--- config.mk ---
export PLATFORM = sky130hd
export DESIGN_NAME = mem_bus_arbiter
export DESIGN_NICKNAME = d
export VERILOG_FILES = /design/src/rtl/mem_bus_arbiter.sv
export SDC_FILE = /design/constraint.sdc
export NUM_CORES = 1
export LEC_CHECK = 0
export ABC_AREA = 1
export BUFFER_PORTS_ARGS = -buffer_cell sky130_fd_sc_hd__buf_2
export CAP_MARGIN = 0
export CORE_MARGIN = 3
export CORE_UTILIZATION = 33
export CTS_CLUSTER_DIAMETER = 80
export DETAILED_ROUTE_END_ITERATION = 8
export HOLD_SLACK_MARGIN = 0.03
export PLACE_DENSITY = 0.93
export SKIP_LAST_GASP = 1
export SLEW_MARGIN = 20
export SYNTH_ARGS = -nofsm -noshare
export SYNTH_HDL_FRONTEND = slang
export SYNTH_SLANG_ARGS = --single-unit
--- constraint.sdc ---
create_clock -name clk -period 2.55 [get_ports clk]
set_clock_uncertainty 0.15 [all_clocks]
set_input_delay 0.1275 -clock clk [delete_from_list [all_inputs] [get_ports clk]]
set_output_delay 0.1275 -clock clk [all_outputs]
set_load 0.1 [all_outputs]
--- src/rtl/mem_bus_arbiter.sv ---
// mem_bus_arbiter: shares the single memory port between the CPU and a DMA/loader requester.
// Latency: grants are registered, 1 cycle after a request is sampled in IDLE; CPU<->DMA handover has no idle gap.
// Backpressure: requesters hold Req until Gnt; burst limit pre-empts a contended owner unless DMA holds dmaLock.
module mem_bus_arbiter #(
   parameter int M         = 16,
   parameter int MAX_BURST = 8,
   localparam int CW       = ($clog2(MAX_BURST) > 0) ? $clog2(MAX_BURST) : 1
) (
   input  logic         clk,
   input  logic         rst,
   input  logic         cpuReq,
   input  logic [M-1:0] cpuAddr,
   input  logic [M-1:0] cpuWrite,
   input  logic         cpuWE,
   output logic         cpuGnt,
   output logic [M-1:0] cpuRead,
   input  logic         dmaReq,
   input  logic         dmaLock,
   input  logic [M-1:0] dmaAddr,
   input  logic [M-1:0] dmaWrite,
   input  logic         dmaWE,
   output logic         dmaGnt,
   output logic [M-1:0] dmaRead,
   output logic [M-1:0] memAddr,
   output logic [M-1:0] memWrite,
   output logic         memWE,
   input  logic [M-1:0] memRead,
   output logic [1:0]   busOwner
);

   typedef enum logic [1:0] {
      IDLE = 2'b00,
      CPU  = 2'b01,
      DMA  = 2'b10
   } state_t;

   localparam logic [CW-1:0] CNT_MAX = CW'(MAX_BURST - 1);

   state_t          state;
   state_t          nextState;
   logic [CW-1:0]   cnt;
   logic            lastWasDma;
   logic            burstDone;

   assign burstDone = (cnt == CNT_MAX);

   // Read data goes to both sides untouched; each requester qualifies it with its own grant.
   assign cpuRead = memRead;
   assign dmaRead = memRead;

   // Next owner: round-robin on ties from IDLE, release on Req drop, burst-limit pre-emption.
   always_comb begin
      nextState = state;
      case (state)
         IDLE: begin
            if (cpuReq && dmaReq) nextState = lastWasDma ? CPU : DMA;
            else if (cpuReq)      nextState = CPU;
            else if (dmaReq)      nextState = DMA;
         end
         CPU: begin
            if (!cpuReq)                nextState = dmaReq ? DMA : IDLE;
            else if (dmaReq && burstDone) nextState = DMA;
         end
         DMA: begin
            if (!dmaReq)                             nextState = cpuReq ? CPU : IDLE;
            else if (cpuReq && !dmaLock && burstDone) nextState = CPU;
         end
         default: nextState = IDLE;
      endcase
   end

   // State register with registered grants, owner, round-robin memory and saturating burst counter.
   always_ff @(posedge clk or posedge rst) begin
      if (rst) begin
         state      <= IDLE;
         cpuGnt     <= 1'b0;
         dmaGnt     <= 1'b0;
         busOwner   <= 2'b00;
         cnt        <= '0;
         lastWasDma <= 1'b1;
      end else begin
         state    <= nextState;
         cpuGnt   <= (nextState == CPU);
         dmaGnt   <= (nextState == DMA);
         busOwner <= nextState;
         if (nextState != state) begin
            cnt <= '0;
            if (nextState == CPU)      lastWasDma <= 1'b0;
            else if (nextState == DMA) lastWasDma <= 1'b1;
         end else if (state != IDLE && !burstDone) begin
            cnt <= cnt + CW'(1);
         end
      end
   end

   // Memory port mux follows the current owner; a dropped Req suppresses the write in the same cycle.
   always_comb begin
      memAddr  = '0;
      memWrite = '0;
      memWE    = 1'b0;
      case (state)
         CPU: begin
            memAddr  = cpuAddr;
            memWrite = cpuWrite;
            memWE    = cpuWE & cpuReq;
         end
         DMA: begin
            memAddr  = dmaAddr;
            memWrite = dmaWrite;
            memWE    = dmaWE & dmaReq;
         end
         default: begin
            memAddr  = '0;
            memWrite = '0;
            memWE    = 1'b0;
         end
      endcase
   end

endmodule

==> results by group <==
Global routing
  – Maximum number of pins on one net before global-route repair: 18
  – Global-route usage over all layers: 0.206
  – Number of antenna violations at the first check in global routing: 0
  – Grt ovf: 0
  – Vias in the first global route: 1666
  – First-pass GRT wire length: 7.29 mm

Timing
  – Total negative slack for setup checks: 0 ps
  – Number of slew-limit violations in the final report: 0
  – Slew of the pin with the lowest slew margin: 497 ps
  – Worst setup slack after layout: 351 ps
  – RSZ-0062 raised after global routing: false
  – Min cycle time layout: 2200 ps
  – Final setup vio count: 0
  – Max-Slew Margin vs Limit: 0.671
  – Share of the cycle needed by the critical path after routing: 0.862
  – Final-report hold violation count: 0
  – Smallest hold slack: 105 ps
  – F_max: 455 MHz

Cells and area
  – Ratio of cells with drive above 1 in the final layout: 0.556
  – Layout overhead on the synthesized area: 90.2%
  – Number of nets in the layout: 391
  – Share of the core filled with cells: 0.661
  – Post-route standard cell area excluding fillers: 2440 sq um
  – Antenna diode count: 0

CTS
  – Post_cts resized: 0
  – Clock tree from TritonCTS: yes
  – Maximum root-to-sink buffer count: 2
  – Post-cts hold buffer count: 1
  – Clock buffers created by TritonCTS: 3
  – Clk sinks: 8
  – Clock tree root buffer cell: sky130_fd_sc_hd__clkbuf_8
  – Insertion delay of the later-clocked pin in the worst-skew pair: 230 ps
  – Number of H-tree branching levels: 1
  – Clk pin slew, worst setup/hold paths: 40 ps
  – Post-CTS setup buffer count: 0

Routing
  – Per-cell routed wire length: 13.9 um
  – First drt pass iteration count: 5
  – DRC violation count after routing: 0
  – Antenna viol nets, final: 0
  – Vias per cell: 4.81
  – Total wire length: 4.75 mm
  – Violation count after the first detailed-route iteration: 49
  – Via count: 1651

Flow run
  – Max-cap viol count: 0

Pwr
  – Power per Cell Area: 1670 nW/um^2
  – Maximum ir drop on the vdd rail: 0.985 mV
  – Static Leak: 0.00110 uW

Synthesis
  – Cell count after synthesis: 218
  – Area of the mapped netlist: 1280 sq um
  – Yosys warning total: 0
  – Area share of fa/ha/maj cells after synthesis: 0.0781
  – Flop and latch count out of synthesis: 8
  – Post-synthesis share of cell area spent on xor and xnor gates: 0.00684
  – Fraction of synthesized area in multiplexers: 0
  – Ys flop type: sky130_fd_sc_hd__dfrtp_1
  – Largest family of logic cells by synthesized area: simple AND/OR/NAND/NOR gates
  – Average cell area after synthesis: 5.88 sq um
  – Complex-gate fraction of the synthesized area: 0.145
  – Number of nets in the synthesized netlist: 313
  – Post-synthesis sequential area ratio: 0.157
  – Number of flops mapped to enable cells by yosys: 0
  – Unique cell type count in the Yosys netlist: 19
  – Simple-gate share of the synthesized area: 0.348
  – Fraction of registers with async set/reset: 1.00

Worst setup path
  – Worst endpoint required time: 2270 ps
  – Launching element type of the critical path: register
  – WP data arrival: 1920 ps
  – Sort of element at the end of the critical path: output port
  – Top fanout value on the critical path: 13
  – Crit Path Category: reg2out

Die
  – Row count: 22
  – Top-level I/O count: 156
  – Die X-Extent: 68.3 um
  – Y dimension of the die: 68.3 um
  – Area of the core: 3690 sq um
  – Overall die area: 4670 sq um
  – Starting utilization of the core area: 0.347

Placement
  – Detail Placement HPWL: 4.04 mm
  – Placer Congestion: 0.924
  – Port buffer count: 107
  – Placed inst area: 2380 sq um
  – Pre-CTS setup slack: 494 ps

Min path
  – Tightest Hold Check Type: in2out

Status
  – Outcome: completed
-- power breakdown --
group	internal, uW	switching (uW)
logic	1150	2520
registers	190	37.5
clock network	108	51.4
total	1450	2610
-- critical path: stages (launching register included) --
cell	delay (ps)
sky130_fd_sc_hd__dfrtp_4	500
sky130_fd_sc_hd__inv_1	150
sky130_fd_sc_hd__ha_1	260
sky130_fd_sc_hd__inv_2	290
sky130_fd_sc_hd__buf_4	250
sky130_fd_sc_hd__a21oi_2	60
sky130_fd_sc_hd__buf_12	160
-- synthesized netlist by cell type, types with 2 or more instances --
| library cell | number | area, sq um |
|---|---|---|
| sky130_fd_sc_hd__nand2_2 | 5 | 31.3 |
| sky130_fd_sc_hd__nand3_2 | 2 | 20.0 |
| sky130_fd_sc_hd__dfrtp_1 | 7 | 175 |
| sky130_fd_sc_hd__inv_1 | 14 | 52.6 |
| sky130_fd_sc_hd__buf_4 | 32 | 240 |
| sky130_fd_sc_hd__a21oi_1 | 35 | 175 |
| sky130_fd_sc_hd__nor2_1 | 7 | 26.3 |
| sky130_fd_sc_hd__nand3_1 | 10 | 50.1 |
| sky130_fd_sc_hd__ha_1 | 8 | 100 |
| sky130_fd_sc_hd__clkbuf_1 | 6 | 22.5 |
| sky130_fd_sc_hd__nand2_1 | 80 | 300 |
| sky130_fd_sc_hd__o21ai_0 | 2 | 10.0 |
| sky130_fd_sc_hd__buf_1 | 3 | 11.3 |
| sky130_fd_sc_hd__buf_2 | 2 | 10.0 |
-- per-layer routing --
| metal | up-vias | global-route usage | wire length (um) |
|---|---|---|---|
| met5 | - | 0 | 0 |
| met4 | 0 | 0.0868 | 145 |
| met3 | 13 | 0.0476 | 496 |
| met2 | 97 | 0.408 | 2510 |
| met1 | 736 | 0.199 | 1600 |
| li1 | 805 | - | - |
-- area by class of cell --
type	count	area [sq um]
clock buffer	4	45.0
inverter	15	56.3
timing repair buffer	116	1110
tap	48	60.1
sequential	8	209
multi-input combinational	152	953
fill	294	1250
-- state kept, by name (all words and copies together), names as in the netlist --
| name | count |
|---|---|
| cnt | 3 |
| cpuGnt | 1 |
| dmaGnt | 1 |
| lastWasDma | 1 |
| state | 2 |
-- cell families after synthesis --
family	after synthesis
flops	8
fa+ha+maj	8
buf+inv	58
compound gates	37
simple gates	106
xor+xnor	1
-- stage by stage --
| step | total power [uW] | cells |
|---|---|---|
| after floorplan | 2940 | 218 |
| after global placement | 3850 | 338 |
| after detailed placement | 3930 | 338 |
| after CTS | 4100 | 343 |
| after global routing | 4260 | 343 |
| final | 4060 | 343 |
-- placed cells by master (no fill, tap or decap), types with 2 or more instances in the layout --
cell and n:
sky130_fd_sc_hd__a21oi_1 2, sky130_fd_sc_hd__a21oi_2 21, sky130_fd_sc_hd__a21oi_4 12, sky130_fd_sc_hd__buf_12 34, sky130_fd_sc_hd__buf_2 74, sky130_fd_sc_hd__buf_4 7, sky130_fd_sc_hd__clkbuf_8 3, sky130_fd_sc_hd__dfrtp_1 5
sky130_fd_sc_hd__dfrtp_4 2, sky130_fd_sc_hd__ha_1 8, sky130_fd_sc_hd__inv_1 13, sky130_fd_sc_hd__inv_2 2, sky130_fd_sc_hd__nand2_1 80, sky130_fd_sc_hd__nand2_2 5, sky130_fd_sc_hd__nand3_1 10, sky130_fd_sc_hd__nand3_2 2
sky130_fd_sc_hd__nor2_1 7, sky130_fd_sc_hd__o21ai_0 2
-- worst paths after layout --
path | start | endpoint | slack, ps | cells after the start
max reg2reg | state[0] | lastWasDma | 470 | 13
min reg2reg | lastWasDma | lastWasDma | 310 | 2
max in group asynchronous | rst | lastWasDma | 1750 | 3
max | state[0] | memAddr[1] | 350 | 6
min in group asynchronous | rst | cpuGnt | 220 | 3
min | memRead[0] | dmaRead[0] | 110 | 0
No activity file was read; power rests on OpenSTA's default activity.
